[src/rtl/mg_pkg.sv]
// mg_pkg: shared widths, S-box wiring tables and FSM state type for the MacGuffin round engine.
package mg_pkg;
  localparam int MG_BLOCK_W = 64;
  localparam int MG_WORD_W  = 16;
  localparam int MG_RK_W    = 48;
  localparam int MG_ROUNDS  = 32;

  // Tap t of S-box s drives S-box input bit 5-t; indices address the 48-bit vector {a,b,c}.
  localparam int MG_SBOX_TAPS [8][6] = '{
    '{34, 37, 22, 25, 11, 13},
    '{33, 36, 23, 26,  8, 14},
    '{35, 38, 24, 29,  0, 15},
    '{44, 46, 17, 18,  4, 10},
    '{32, 42, 19, 30,  6, 12},
    '{39, 40, 28, 31,  1,  5},
    '{41, 47, 21, 27,  2,  7},
    '{43, 45, 16, 20,  3,  9}
  };

  // Output bit j of S-box s lands in F bit MG_SBOX_OUT_POS[s][j]; the 16 targets are disjoint.
  localparam int MG_SBOX_OUT_POS [8][2] = '{
    '{0, 5}, '{1, 15}, '{2, 8}, '{3, 10}, '{4, 11}, '{6, 13}, '{7, 12}, '{9, 14}
  };

  // Entry x of S-box s is bits [2x+1:2x] of row s.
  localparam logic [127:0] MG_SBOX_TABLE [8] = '{
    128'h9c3e_4a17_d26b_f085_1e7a_c93d_60b4_f258,
    128'h5b8f_20e6_c47d_a913_3f62_8d0b_e5c1_7a94,
    128'hd1a4_7e39_06cb_f258_8b3f_c1e6_2d74_a590,
    128'h3e96_c0ab_52f7_18d4_a7c1_e36f_9b08_45d2,
    128'h71c8_bd25_e49a_063f_c5e2_1b97_f40d_8a63,
    128'ha65d_f31b_8c07_e492_6e9c_b5a1_d378_0f24,
    128'h48e2_9bd7_31fa_c605_b7d3_04e8_6a1f_c592,
    128'hf07b_6c98_a3d4_25e1_0d4a_e7b3_91c6_8f25
  };

  typedef enum logic [1:0] {IDLE, RUN, DONE} mg_state_e;
endpackage

[src/rtl/mg_f_func.sv]
// mg_f_func: combinational MacGuffin round function F(R1,R2,R3,rk) built from S-boxes S1..S8.
module mg_sbox
  import mg_pkg::*;
#(
  parameter int SBOX_IDX = 0
) (
  input  logic [5:0] x,
  output logic [1:0] y
);
  localparam logic [127:0] TABLE = MG_SBOX_TABLE[SBOX_IDX];

  assign y = TABLE[{x, 1'b0} +: 2];
endmodule

module mg_f_func
  import mg_pkg::*;
(
  input  logic [MG_WORD_W-1:0] r1,
  input  logic [MG_WORD_W-1:0] r2,
  input  logic [MG_WORD_W-1:0] r3,
  input  logic [MG_RK_W-1:0]   rk,
  output logic [MG_WORD_W-1:0] f
);
  logic [3*MG_WORD_W-1:0]     abc;
  logic [7:0][MG_WORD_W-1:0]  placed;

  assign abc = {r1 ^ rk[47:32], r2 ^ rk[31:16], r3 ^ rk[15:0]};

  for (genvar s = 0; s < 8; s++) begin : g_sbox
    logic [5:0] sin;
    logic [1:0] sout;

    for (genvar t = 0; t < 6; t++) begin : g_tap
      assign sin[5-t] = abc[MG_SBOX_TAPS[s][t]];
    end

    mg_sbox #(.SBOX_IDX(s)) u_sbox (.x(sin), .y(sout));

    assign placed[s] = (MG_WORD_W'(sout[0]) << MG_SBOX_OUT_POS[s][0])
                     | (MG_WORD_W'(sout[1]) << MG_SBOX_OUT_POS[s][1]);
  end

  always_comb begin
    f = '0;
    for (int s = 0; s < 8; s++) f |= placed[s];
  end
endmodule

[src/rtl/macguffin_round_engine.sv]
// macguffin_round_engine: iterative MacGuffin encrypt/decrypt, one unbalanced-Feistel round per clock.
// Build option MG_UNROLL2_EN: two rounds per clock, adding the rk_idx2/rk2 key port.
module macguffin_round_engine
  import mg_pkg::*;
#(
  parameter int ROUNDS = MG_ROUNDS
) (
  input  logic                  clk,
  input  logic                  rst_n,
  input  logic                  in_valid,
  output logic                  in_ready,
  input  logic [MG_BLOCK_W-1:0] in_block,
  input  logic                  in_decrypt,
  output logic [4:0]            rk_idx,
  input  logic [MG_RK_W-1:0]    rk,
`ifdef MG_UNROLL2_EN
  output logic [4:0]            rk_idx2,
  input  logic [MG_RK_W-1:0]    rk2,
`endif
  output logic                  out_valid,
  input  logic                  out_ready,
  output logic [MG_BLOCK_W-1:0] out_block
);
`ifdef MG_UNROLL2_EN
  localparam int STAGES = 2;
`else
  localparam int STAGES = 1;
`endif
  localparam logic [4:0] LAST_CNT = 5'(ROUNDS - STAGES);
  localparam logic [4:0] TOP_IDX  = 5'(ROUNDS - 1);

  mg_state_e                           state_q, state_d;
  logic [MG_BLOCK_W-1:0]               blk_q;
  logic [4:0]                          cnt_q;
  logic                                dec_q;
  logic [STAGES:0][MG_BLOCK_W-1:0]     stage_blk;
  logic [STAGES-1:0][MG_RK_W-1:0]      stage_rk;

  assign stage_blk[0] = blk_q;
  assign stage_rk[0]  = rk;
`ifdef MG_UNROLL2_EN
  assign stage_rk[1]  = rk2;
`endif

  for (genvar st = 0; st < STAGES; st++) begin : g_round
    logic [MG_WORD_W-1:0]   w0, w1, w2, w3, f;
    logic [3*MG_WORD_W-1:0] f_in;

    assign {w0, w1, w2, w3} = stage_blk[st];
    // Decrypt rotates right before mixing, so F sees the three words that precede R3.
    assign f_in = dec_q ? {w0, w1, w2} : {w1, w2, w3};

    mg_f_func u_f (
      .r1 (f_in[47:32]),
      .r2 (f_in[31:16]),
      .r3 (f_in[15:0]),
      .rk (stage_rk[st]),
      .f  (f)
    );

    assign stage_blk[st+1] = dec_q ? {w3 ^ f, w0, w1, w2} : {w1, w2, w3, w0 ^ f};
  end

  always_ff @(posedge clk or negedge rst_n) begin
    if (!rst_n) state_q <= IDLE;
    else        state_q <= state_d;
  end

  always_ff @(posedge clk or negedge rst_n) begin
    if (!rst_n) begin
      blk_q <= '0;
      cnt_q <= '0;
      dec_q <= 1'b0;
    end else begin
      // NOTE: sequential state uses <= so every register samples pre-edge values.
      unique case (state_q)
        IDLE: if (in_valid) begin
          blk_q <= in_block;
          dec_q <= in_decrypt;
          cnt_q <= '0;
        end
        RUN: begin
          blk_q <= stage_blk[STAGES];
          if (cnt_q != LAST_CNT) cnt_q <= cnt_q + 5'(STAGES);
        end
        default: ;
      endcase
    end
  end

  always_comb begin
    // NOTE: defaults first so no path through the case leaves an output unassigned (latch).
    state_d   = state_q;
    in_ready  = 1'b0;
    out_valid = 1'b0;
    out_block = '0;
    rk_idx    = '0;
`ifdef MG_UNROLL2_EN
    rk_idx2   = '0;
`endif
    unique case (state_q)
      IDLE: begin
        in_ready = 1'b1;
        if (in_valid) state_d = RUN;
      end
      RUN: begin
        rk_idx  = dec_q ? TOP_IDX - cnt_q : cnt_q;
`ifdef MG_UNROLL2_EN
        rk_idx2 = dec_q ? TOP_IDX - cnt_q - 5'd1 : cnt_q + 5'd1;
`endif
        if (cnt_q == LAST_CNT) state_d = DONE;
      end
      DONE: begin
        out_valid = 1'b1;
        out_block = blk_q;
        if (out_ready) state_d = IDLE;
      end
      default: state_d = IDLE;
    endcase
  end
endmodule

[config.mk]
export PLATFORM = sky130hd
export DESIGN_NAME = macguffin_round_engine
export DESIGN_NICKNAME = d
export VERILOG_FILES = /design/src/rtl/mg_pkg.sv /design/src/rtl/mg_f_func.sv /design/src/rtl/macguffin_round_engine.sv
export SDC_FILE = /design/constraint.sdc
export NUM_CORES = 1
export LEC_CHECK = 0
export ABC_AREA = 1
export CELL_PAD_IN_SITES_DETAIL_PLACEMENT = 1
export CELL_PAD_IN_SITES_GLOBAL_PLACEMENT = 1
export CORE_MARGIN = 10
export CORE_UTILIZATION = 32
export CTS_BUF_LIST = sky130_fd_sc_hd__clkbuf_16
export CTS_CLUSTER_DIAMETER = 80
export DETAILED_ROUTE_END_ITERATION = 12
export PLACE_DENSITY_LB_ADDON = 0.1
export SLEW_MARGIN = 10
export SYNTH_ARGS = -nofsm -noshare
export SYNTH_HDL_FRONTEND = slang
export SYNTH_SLANG_ARGS = --single-unit
[constraint.sdc]
create_clock -name clk -period 2.3 [get_ports clk]
set_input_delay 0.46 -clock clk [delete_from_list [all_inputs] [get_ports clk]]
set_output_delay 0.46 -clock clk [all_outputs]
set_load 0.005 [all_outputs]
# After elaboration in Yosys (flattened, before gate mapping)

Cells that the tools add are included.

Flip-flop bits (word level): 72
Logic and storage cells: 64
Output and inout port bits: 71

Add/sub/neg operators: 2
Muxes and demuxes: 16
Equal/unequal tests: 8
Reduce and logical (&&, ||, !) cells: 6
Bitwise gates (word level): 20
Shifts and indexed selects: 8

Operators with widths:

| operator                 | number |
|---|---|
| $shiftx 128x8->2 const A | 8 |
| $mux 64                  | 3 |
| $pmux 64 s2              | 1 |
| $xor 16x16->16           | 5 |
| $mux 48                  | 1 |
| $or 16x16->16            | 2 |
| $mux 5                   | 4 |
| $or 16x11->16            | 1 |
| $or 16x12->16            | 1 |
| $or 16x13->16            | 1 |
| $or 16x14->16            | 1 |
| $or 16x15->16            | 1 |
| $or 2x16->16             | 1 |
| $or 10x15->15            | 1 |
| $or 7x14->14             | 1 |
| $or 8x13->13             | 1 |
| $or 5x12->12             | 1 |
| $or 4x11->11             | 1 |
| $pmux 5 s2               | 1 |
| $or 3x9->9               | 1 |
| $ne 2x2->1 const B       | 4 |
| $mux 2                   | 3 |
| $or 1x6->6               | 1 |
| $pmux 2 s3               | 1 |
| other kinds (11)         | 14 |

# Longest topological paths before layout

Word-level depth: 14
Gate-level depth with buffers: 22
Depth with buffers taken out: 20

# Hierarchy

From an unflattened synthesis, not the netlist that was laid out.

Cells, all modules: 1783
Area, all modules: 9490.4 um2

By module, submodules not included:

| module                                    | times used | cells each | sequential area each (um2) | area an instance (um2) |
|---|---|---|---|---|
| macguffin_round_engine                    | 1          | 964        | 1801.7                     | 5507.8 |
| mg_f_func                                 | 1          | 240        | 0.0                        | 900.9 |
| mg_sbox (g_round[0].u_f.g_sbox[2].u_sbox) | 1          | 78         | 0.0                        | 429.2 |
| mg_sbox (g_round[0].u_f.g_sbox[1].u_sbox) | 1          | 71         | 0.0                        | 406.6 |
| mg_sbox (g_round[0].u_f.g_sbox[6].u_sbox) | 1          | 72         | 0.0                        | 401.6 |
| mg_sbox (g_round[0].u_f.g_sbox[7].u_sbox) | 1          | 77         | 0.0                        | 399.1 |
| mg_sbox (g_round[0].u_f.g_sbox[0].u_sbox) | 1          | 72         | 0.0                        | 386.6 |
| mg_sbox (g_round[0].u_f.g_sbox[4].u_sbox) | 1          | 77         | 0.0                        | 385.4 |
| mg_sbox (g_round[0].u_f.g_sbox[3].u_sbox) | 1          | 68         | 0.0                        | 354.1 |
| mg_sbox (g_round[0].u_f.g_sbox[5].u_sbox) | 1          | 64         | 0.0                        | 319.1 |

# Worst setup path after synthesis

OpenSTA, ideal clock, no wires.

Path kind: reg2reg
Start point: register dec_q
End point: register blk_q[56]
Slack: 0.047 ns
Arrival: 2.136 ns
Cell stages (with the launch flop): 22
Library setup time: 0.116 ns
Buffers on the path: 2
Path through: dfrtp_1 buf_6 inv_4 buf_4 nand2_1 nand2_1 nand2_1 nand2_1 inv_1 ha_1 inv_1 nand2_1 nand2_1 nand2_1 nand3_1 nand3_1 nand2_1 nand2_1 nand3_1 nand2_1 nand2_1 nand2_1

Cells in the longest elaborated chain, start to end: 13

Ends and longest elaborated chain:

| what                   | RTL line                     | RTL |
|---|---|---|
| from (decl)            | macguffin_round_engine.sv:35 | `logic dec_q;` |
| from (signal assigned) | macguffin_round_engine.sv:79 | `dec_q <= in_decrypt;` |
| $mux 48                | macguffin_round_engine.sv:51 | `assign f_in = dec_q ? {w0, w1, w2} : {w1, w2, w3};` |
| $xor 16x16->16         | mg_f_func.sv:27              | `assign abc = {r1 ^ rk[47:32], r2 ^ rk[31:16], r3 ^ rk[15:0]};` |
| $shiftx 128x8->2       | mg_f_func.sv:12              | `assign y = TABLE[{x, 1'b0} +: 2];` |
| $or 3x9->9             | mg_f_func.sv:40              | `\| (MG_WORD_W'(sout[1]) << MG_SBOX_OUT_POS[s][1]);` |
| $or 16x16->16          | mg_f_func.sv:45              | `for (int s = 0; s < 8; s++) f \|= placed[s];` |
| $or 16x11->16          | mg_f_func.sv:45              |  |
| $or 16x12->16          | mg_f_func.sv:45              |  |
| $or 16x14->16          | mg_f_func.sv:45              |  |
| $or 16x13->16          | mg_f_func.sv:45              |  |
| $or 16x15->16          | mg_f_func.sv:45              |  |
| $xor 16x16->16         | macguffin_round_engine.sv:61 | `assign stage_blk[st+1] = dec_q ? {w3 ^ f, w0, w1, w2} : {w1, w2, w3, w0 ^ f};` |
| $mux 64 (*)            | macguffin_round_engine.sv:61 |  |
| $pmux 64 s2 (*)        | macguffin_round_engine.sv:76 | `unique case (state_q)` |
| to (signal assigned)   | macguffin_round_engine.sv:78 | `blk_q <= in_block;` |
| to (signal assigned)   | macguffin_round_engine.sv:83 | `blk_q <= stage_blk[STAGES];` |
| to (decl)              | macguffin_round_engine.sv:33 | `logic [MG_BLOCK_W-1:0] blk_q;` |

Every way passes the cells marked *; elsewhere a longest branch is shown, timed or not.
A chain may end at the register's enable or synchronous reset.

# Worst setup path in the final report

Start point: register dec_q
End point: register blk_q[50]

Same word-level chain as after synthesis.

==> impl_metrics.py <==
metrics = {
    "placed_design": {
        "dpl.hpwl_um": 33340,
        "place.gp.congestion": 0.8901,
        "place_ws_ps": -338.4,
        "port_buffers": 187,
    },
    "pwr": {
        "combinationalPowerShare_pct": 83.7,
        "power_switching_mw": 15.29,
        "swShare_pct": 55.99,
        "peakVddDrop_v": 0.0006999,
        "leakage_nw": 8.306,
        "power_frac_clock_pct": 5.5,
        "power.density_mw_per_mm2": 1777,
        "internal_power_mw": 12.02,
        "seq_power_share_pct": 10.8,
    },
    "global_routing": {
        "grt_overflow_total": 0,
        "grt_max_degree": 47,
        "antenna_found_initial": 0,
        "grt_pass1_vias": 12220,
        "grt_util_all_layers_pct": 24.17,
        "grt_pass1_wl_um": 68360,
    },
    "detailed_routing": {
        "drc": 0,
        "viasPerCell": 5.192,
        "ant_nets": 0,
        "totalWireLength_um": 46420,
        "dr_total_vias": 11860,
        "drtIter0Drc": 582,
        "wl_per_cell_um": 20.33,
        "dr.pass1.iters": 5,
    },
    "die": {
        "pin_count": 188,
        "dieArea_sq_mm": 0.03516,
        "initial_utilization_pct": 32.41,
        "core_area_sq_mm": 0.02771,
        "die_x_um": 187.5,
        "row_count": 61,
        "die_h_um": 187.5,
    },
    "worst_setup_path": {
        "critical_path_class": "register to register",
        "cp.arrival_ps": 2750,
        "worstReg2RegStart": "dec_q",
        "critical_path_required_ps": 2550,
        "critPathLaunch": "dec_q",
        "startpoint_type": "register",
        "end_kind": "register",
        "critPathMaxFanout": 8,
    },
    "finish": {
        "drive_gt1_share_pct": 33.37,
        "areaGrowthSynthToFinish_pct": 71.18,
        "fin_nets": 2070,
        "antennaDiodeCount": 0,
        "fin_util_pct": 55.48,
    },
    "clock_tree": {
        "cts_tree": "done",
        "insertion_delay_ps": 360,
        "path_clk_slew_ps": 70,
        "cts_max_path_buffers": 2,
        "cts_root_buffer": "clkbuf_16",
        "cts.sinks": 72,
        "cts_made_buffers": 9,
        "htree_num_levels": 3,
    },
    "timing": {
        "period_minus_slack_ps": 2493,
        "clock.fmax_mhz": 401.2,
        "hold_violations": 0,
        "slew_viol_final": 0,
        "relSlewSlack_pct": 57.92,
        "setup_slack_ps": -192.7,
        "fin_skew_ps": 11.95,
        "setup_viol": 30,
        "rsz0062_at_grt": "true",
        "fin_crit_sh_pct": 108.4,
        "tightestPinTransition_ps": 631.2,
    },
    "hold_path": {
        "hold_path_class": "input pin to async pin",
    },
    "synth": {
        "synth_seq_area_share_pct": 20.07,
        "synth_cells": 1567,
        "avgSynthCellArea_sq_um": 5.730,
        "yosys_warnings": 0,
        "async_reset_ff_share_pct": 100.0,
        "synth-seq-cells": 72,
        "synth.distinct_cells": 34,
        "synth_fp_nets": 1736,
        "synth_edf_count": 0,
        "synth_flop_cell": "dfrtp_1",
        "synth_area_sq_mm": 0.008979,
    },
    "flow_run": {
        "drv_cap": 0,
    },
    "outcome": {
        "status": "finished, violations left",
        "violations": "setup timing",
    },
}
==> layer usage <==
| layer | vias to the layer above | track usage [%] | wire, um |
|---|---|---|---|
| li1 | 5695 | - | - |
| met2 | 240 | 42.26 | 23370 |
| met4 | 0 | 6.738 | 1140 |
| met1 | 5869 | 30.10 | 20290 |
| met3 | 55 | 3.729 | 1625 |
| met5 | - | 0 | 0 |
==> per-stage QoR <==
stage / power, mW / instances / TNS [ps] / instance area (sq um) / hold slack [ps]
3_5_place_dp: 19.34 / 2223 / -7918 / 12280 / 324.2
4_1_cts: 23.15 / 2265 / -2537 / 13580 / 479.1
6_report: 27.31 / 2284 / -2977 / 15370 / 485.0
5_1_grt: 29.65 / 2284 / -7155 / 15370 / 495.4
2_1_floorplan: 13.17 / 1567 / 0 / 8979 / 164.4
3_3_place_gp: 18.86 / 2223 / -5755 / 12280 / 321.6
==> power groups by stage <==
stage / registers [mW] / clock network, mW / logic (mW)
floorplan: 2.45 / 0 / 10.7
global placement: 2.68 / 0 / 16.2
detailed placement: 2.69 / 0 / 16.6
CTS: 2.78 / 1.54 / 18.8
global route: 3.04 / 1.58 / 25.0
finish: 2.94 / 1.51 / 22.9
==> repair_timing <==
action                     CTS  global route
hold endpoints to repair     9             0
hold buffers                 1             0
resized for setup          236           404
pin swaps                   27           142
setup buffers               20            22
setup endpoints to repair  100            80
gates cloned                 5             2
==> cells in the final DEF, fill, tap and decap left out, types with 8 or more instances in the layout <==
cell type	count
a21oi_1	42
buf_12	16
buf_4	140
buf_6	21
clkbuf_16	11
clkdlybuf4s50_1	120
dfrtp_1	71
dlygate4sd2_1	20
dlymetal6s2s_1	41
ha_1	23
ha_4	22
inv_1	129
inv_2	22
nand2_1	398
nand2_2	131
nand2_4	79
nand2_8	8
nand3_1	180
nand3_2	92
nand3_4	14
nor2_1	141
o211ai_1	32
o21ai_0	46
o21ai_1	10
==> registers in the layout, indices dropped and copies added, names as in the netlist <==
name     flops
blk_q       64
cnt_q        5
dec_q        1
state_q      2
==> Yosys cell counts (all sizes together), types with 13 or more instances <==
library cell / n / area share, %
o21ai: 64 / 3.9
xnor2: 13 / 1.5
dfrtp: 72 / 20
nand3: 286 / 16
clkbuf: 31 / 1.3
inv: 159 / 6.7
nand2: 616 / 27
a21oi: 48 / 2.7
buf: 23 / 1.8
o211ai: 32 / 2.7
nor2: 148 / 6.2
ha: 52 / 7.2
==> final cells by class <==
type	instances	area, sq um
inverter	159	639.4
sequential	72	1805
fill	3481	12340
timing repair buffer	376	3770
clock buffer	9	225.2
timing repair inverter	1	7.507
tap	378	473.0
multi-input combinational	1282	8384
clock inverter	7	65.06
==> critical path: stages, from the launching register on <==
cell and delay, ps:
dfrtp_4 500, buf_12 170, buf_16 180, nand2_8 70, nand2_4 60, nand2_4 50, nand2_4 90, inv_4 40
buf_12 120, ha_1 220, nand2_1 110, o21ai_0 90, nand2_1 70, nand3_1 80, nand2_2 100, nand3_1 90
nand3_1 90, nand2_1 80, nand2_1 90, nand2_1 50
==> worst paths after layout <==
path | slack [ps] | depth (start not counted) | endpoint
max reg2reg | -190 | 19 | blk_q[50]
max | -190 | 19 | blk_q[50]
min | 480 | 2 | blk_q[7]
max in group asynchronous | 1290 | 3 | blk_q[11]
min in group clk | 540 | 1 | cnt_q[0]
min reg2reg | 540 | 1 | cnt_q[0]
==> cells by family (layout without fill, tap and decap cells) <==
| group | count (synthesis) | count (layout) | synth area share (%) |
|---|---|---|---|
| buffers and inverters | 213 | 552 | 9.783 |
| AND/OR/NAND/NOR | 1060 | 1060 | 49.93 |
| flip-flops | 72 | 72 | 20.07 |
| AO/OA/AOI/OAI | 145 | 145 | 9.323 |
| adder cells (fa/ha/maj) | 52 | 52 | 7.246 |
| XOR/XNOR | 25 | 25 | 3.651 |
Power figures use the tool's default switching activity.
==> RTL change 1, RTL diff (same flow settings) <==
Re-encode `mg_state_e` (3 states) as one-hot, 3 bits wide.
--- a/src/rtl/mg_pkg.sv
+++ b/src/rtl/mg_pkg.sv
@@ -34,6 +34,6 @@
     128'hf07b_6c98_a3d4_25e1_0d4a_e7b3_91c6_8f25
   };
 
-  typedef enum logic [1:0] {IDLE, RUN, DONE} mg_state_e;
+  typedef enum logic [2:0] {IDLE = 3'b001, RUN = 3'b010, DONE = 3'b100} mg_state_e;
 endpackage
 
Function: same outputs for any inputs over 10 cycles, from zero or initial values and one cycle with rst_n low; not proved beyond that.
==> RTL change 1 against the unedited design <==
The flow finishes with violations (negative hold slack, negative setup slack). Clock skew is 2.2 ps higher. Total power fell by 3.7%. Design area decreased by 1.1%. Area after synthesis up 1.1%. Sequential cell count increased by 1. Critical path type unchanged. Routed wire length up 1.1%. Setup slack worse by 47 ps. Final cell count rose by 2.7%. Largest power group unchanged.
==> RTL change 1: results (changes against the unedited design) <==
- Status: finished, violations left
- Failing checks: negative hold slack, negative setup slack
- Vias in the first global route: 12778 (+4.5%)
- Fin Clk Skew: 14.17 ps (+2.229 ps)
- Vias per cell: 5.212 (+0.39%)
- Tot Pwr: 26310 uW (-3.7%)
- GPL Wtd Cong: 0.9099 (+2.2%)
- Combinational share of power: 83.3% (-0.4 points)
- Fin Hold WS: -11.23 ps (-496.2 ps)
- Mapped Nets: 1790 (+3.1%)
- Setup ws final: -240.0 ps (-47.30 ps)
- Register area share after synthesis: 20.13% (+0.065 points)
- Antenna violations before repair: 2 (+2)
- Total Neg Setup Slack: -4225 ps (-1248 ps)
- Final hold vios: 5 (+5)
- NetSw: 14880 uW (-2.7%)
- Leakage power: 0.007854 uW (-5.4%)
- Commonest cells post-synth: nand2_1, nand3_1, inv_1, nor2_1, dfrtp_1
- Worst vdd rail ir drop: 0.6947 mV (-0.73%)
- Final setup viols: 36 (+20%)
- Ranking of synthesized cells by area: nand2_1, dfrtp_1, nand3_1
- Placement Setup Slack: -320.0 ps (+18.34 ps)
- Placed cell area: 12350 sq um (+0.55%)
- Biggest regs: blk_q x64, cnt_q x5, state_q x3
- Nets@finish: 2130 (+2.9%)
- Maximum fanout along the worst path: 7 (-1)
- Layout cell share with drive strength beyond 1: 31.28% (-2.1 points)
- DP Wirelength: 33810 um (+1.4%)
- Layout Cells excl Fill: 2346 (+2.7%)
- Largest net degree at the start of global routing: 40 (-15%)
- Slowest stage delay, CP: 560 ps (+60 ps)
==> RTL change 1: changes by cell type in the layout (fill, tap and decap cells not counted), moves of 6 or more <==
cell | unedited run | this run
a31oi_1 | 1 | 32
buf_4 | 140 | 148
dlygate4sd2_1 | 20 | 64
dlymetal6s2s_1 | 41 | 1
inv_2 | 22 | 16
nand2_1 | 398 | 516
nand2_4 | 79 | 72
nand3_1 | 180 | 171
nand3_2 | 92 | 82
nor2_1 | 141 | 100
o211ai_1 | 32 | 2
o21a_1 | 0 | 32
o21ai_0 | 46 | 10
==> RTL change 1: cell families (layout without fill, tap and decap cells) <==
group	Yosys count	after routing	share of synthesized area [%]
other	0	2	0
AND/OR/NAND/NOR	1116	1116	50.97
buffers and inverters	216	561	9.660
adder cells (fa/ha/maj)	52	52	7.165
XOR/XNOR	16	16	2.246
flip-flops	73	73	20.13
AO/OA/AOI/OAI	148	148	9.825
==> RTL change 1: per-layer routing <==
metal | global-route usage [%] | up-vias | wire length, um
met5 | 0 | - | 0
met4 | 6.777 | 0 | 1253
met3 | 4.007 | 64 | 2251
met2 | 41.28 | 326 | 23420
met1 | 29.14 | 5980 | 20010
li1 | - | 5858 | -
==> RTL change 1: area by class of cell <==
| class | instances | area, sq um |
|---|---|---|
| flip-flops and latches | 73 | 1832 |
| clock inverters | 7 | 63.81 |
| multi-input cells | 1332 | 8293 |
| repair buffers | 382 | 3647 |
| well taps | 378 | 473.0 |
| clock buffers | 9 | 225.2 |
| diodes | 2 | 5.005 |
| fillers | 3635 | 12650 |
| inverters | 163 | 665.6 |
==> RTL change 1: repair_timing <==
action	in CTS	in global routing
setup endpoints to repair	101	44
pin swaps	33	100
gates cloned	2	3
buffers inserted	22	25
gates resized for setup	278	336
==> RTL change 2, RTL diff (same settings) <==
Without the edit above. The option `MG_UNROLL2_EN` is turned on by a define.
--- a/src/rtl/macguffin_round_engine.sv
+++ b/src/rtl/macguffin_round_engine.sv
@@ -1,5 +1,7 @@
 // macguffin_round_engine: iterative MacGuffin encrypt/decrypt, one unbalanced-Feistel round per clock.
 // Build option MG_UNROLL2_EN: two rounds per clock, adding the rk_idx2/rk2 key port.
+`define MG_UNROLL2_EN
+
 module macguffin_round_engine
   import mg_pkg::*;
 #(
Interface: changed (added rk2 and rk_idx2); port bits go from 188 to 241. The function was not compared with the original's and may differ.
==> RTL change 2 against the unedited design <==
The flow still finishes with violations (negative setup slack). Synthesized cell count up 51%. Design area up 66%. Routed wire length up 98%. Setup slack worse by 1900 ps. Critical endpoint is now blk_q[7]. Area after synthesis up 45%. Sequential cell count down 1.
Power is left out: the tool's default activity adds up to more than one toggle a clock period on the data nets, which glitch-free logic cannot reach.
==> RTL change 2: results (changes against the unedited design) <==
- Status: finished, violations left
- Failing checks: negative setup slack
- Biggest regs: blk_q x64, cnt_q x4, state_q x2
- Mapped Nets: 2630 (+51%)
- Port Buffer Count: 240 (+28%)
- Synth Area in Adders: 9.532% (+2.3 points)
- Drt first pass iters: 6 (+1)
- Met3 Wirelength: 6202 um (+280%)
- Layout cell share with drive strength beyond 1: 45.23% (+12 points)
- Met2 Use GR: 51.89% (+9.6 points)
- Post-synth ARST share: 100.0% (unchanged)
- Worst-path clk slew: 90 ps (+20 ps)
- Netlist cell types: 43 (+26%)
- H-tree depth: 3 (unchanged)
- Highest Signal Layer: met5
- Largest net degree at the start of global routing: 58 (+23%)
- Ranking of synthesized cells by area: nand2_1, nand3_1, dfrtp_1
- Met1 WL: 34910 um (+72%)
- Fill count: 5087 (+46%)
- GRT Total Usage: 29.82% (+5.6 points)
- DP Wirelength: 58480 um (+75%)
- Top FF cell, synth: dfrtp_1
- Routed WL: 92050 um (+98%)
- HP Class: in2async
- Setup ws final: -2045 ps (-1852 ps)
- Vias per cell: 5.638 (+8.6%)
- Commonest cells post-synth: nand2_1, nand3_1, inv_1, nor2_1, o21ai_0
- Top delay family on crit path: simple AND/OR/NAND/NOR gates
- First DRT Iteration DRCs: 1410 (+140%)
- GPL Wtd Cong: 0.9475 (+6.4%)
- Xor/xnor share of the synthesized area: 3.591% (-0.060 points)
- Synth warn: 0 (unchanged)
- Met2 Wirelength: 45150 um (+93%)
- Multiplexer area fraction after synthesis: 0% (unchanged)
- Vias in the first global route: 21244 (+74%)
- Fin Clk Skew: 18.24 ps (+6.297 ps)
- Worst-Skew Late Latency: 390 ps (+30 ps)
- Final setup viols: 73 (+140%)
- Worst slew margin: 40.93% (-17 points)
- Nets@finish: 3500 (+69%)
- Met3 usage: 6.538% (+2.8 points)
- Maximum fanout along the worst path: 10 (+2)
- CP max-delay cell: dfrtp_4
- Placed cell area: 20290 sq um (+65%)
- Antenna violations before repair: 3 (+3)
- Met1 Usage GRT: 34.60% (+4.5 points)
- Worst EP arrival: 4630 ps (+1880 ps)
- Total CTS buffers: 9 (unchanged)
- Longest Clk Path Bufs: 2 (unchanged)
- Post-synth EDFFs: 0 (unchanged)
- Slowest stage delay, CP: 550 ps (+50 ps)
- First-pass GRT wire length: 118000 um (+73%)
- Register area share after synthesis: 13.67% (-6.4 points)
- Synth Area in Compound Gates: 11.15% (+1.8 points)
RTL change 2: final cells by class:
class / instances / area [sq um] / share of cell area (%)
sequential: 71 / 1782 / 6.973
timing repair buffer: 929 / 8075 / 31.60
clock buffer: 9 / 225.2 / 0.8814
clock inverter: 7 / 102.6 / 0.4015
inverter: 260 / 1052 / 4.118
antenna: 2 / 5.005 / 0.01959
tap: 525 / 656.9 / 2.571
multi-input combinational: 1965 / 13650 / 53.43
RTL change 2: cell families (layout without fill, tap and decap cells):
kind of cell | after synthesis | after routing
AOI/OAI and AO/OA | 248 | 248
xor gates and xnor gates | 43 | 43
adders and majority gates | 99 | 99
buffers and inverters | 330 | 1205
DFF | 71 | 71
other | 0 | 2
and+or+nand+nor | 1575 | 1575
RTL change 2: worst paths after layout:
check                          start   endpoint  slack, ps  cells after the start
min                            rst_n  blk_q[48]        480                      2
min reg2reg                blk_q[12]  blk_q[12]        510                      2
min in group clk           blk_q[12]  blk_q[12]        510                      2
max in group asynchronous      rst_n   blk_q[8]       1150                      3
max                            dec_q   blk_q[7]      -2040                     34
max reg2reg                    dec_q   blk_q[7]      -2040                     34
RTL change 2: what timing repair did:
action	CTS	global route
gates resized for setup	473	513
hold buffers	1	0
pin swaps	204	266
gates cloned	4	1
setup endpoints to repair	138	100
buffers inserted	89	83
hold endpoints to repair	14	0
RTL change 2: stage by stage:
step	cells	hold slack (ps)	TNS [ps]	worst slack [ps]
after global placement	3581	357.9	-70010	-1854
after global routing	3767	513.8	-94070	-2257
after detailed placement	3581	361.0	-76790	-1965
after CTS	3691	488.8	-71770	-1706
final	3768	482.2	-84340	-2045
after floorplan	2366	164.4	-31990	-1122
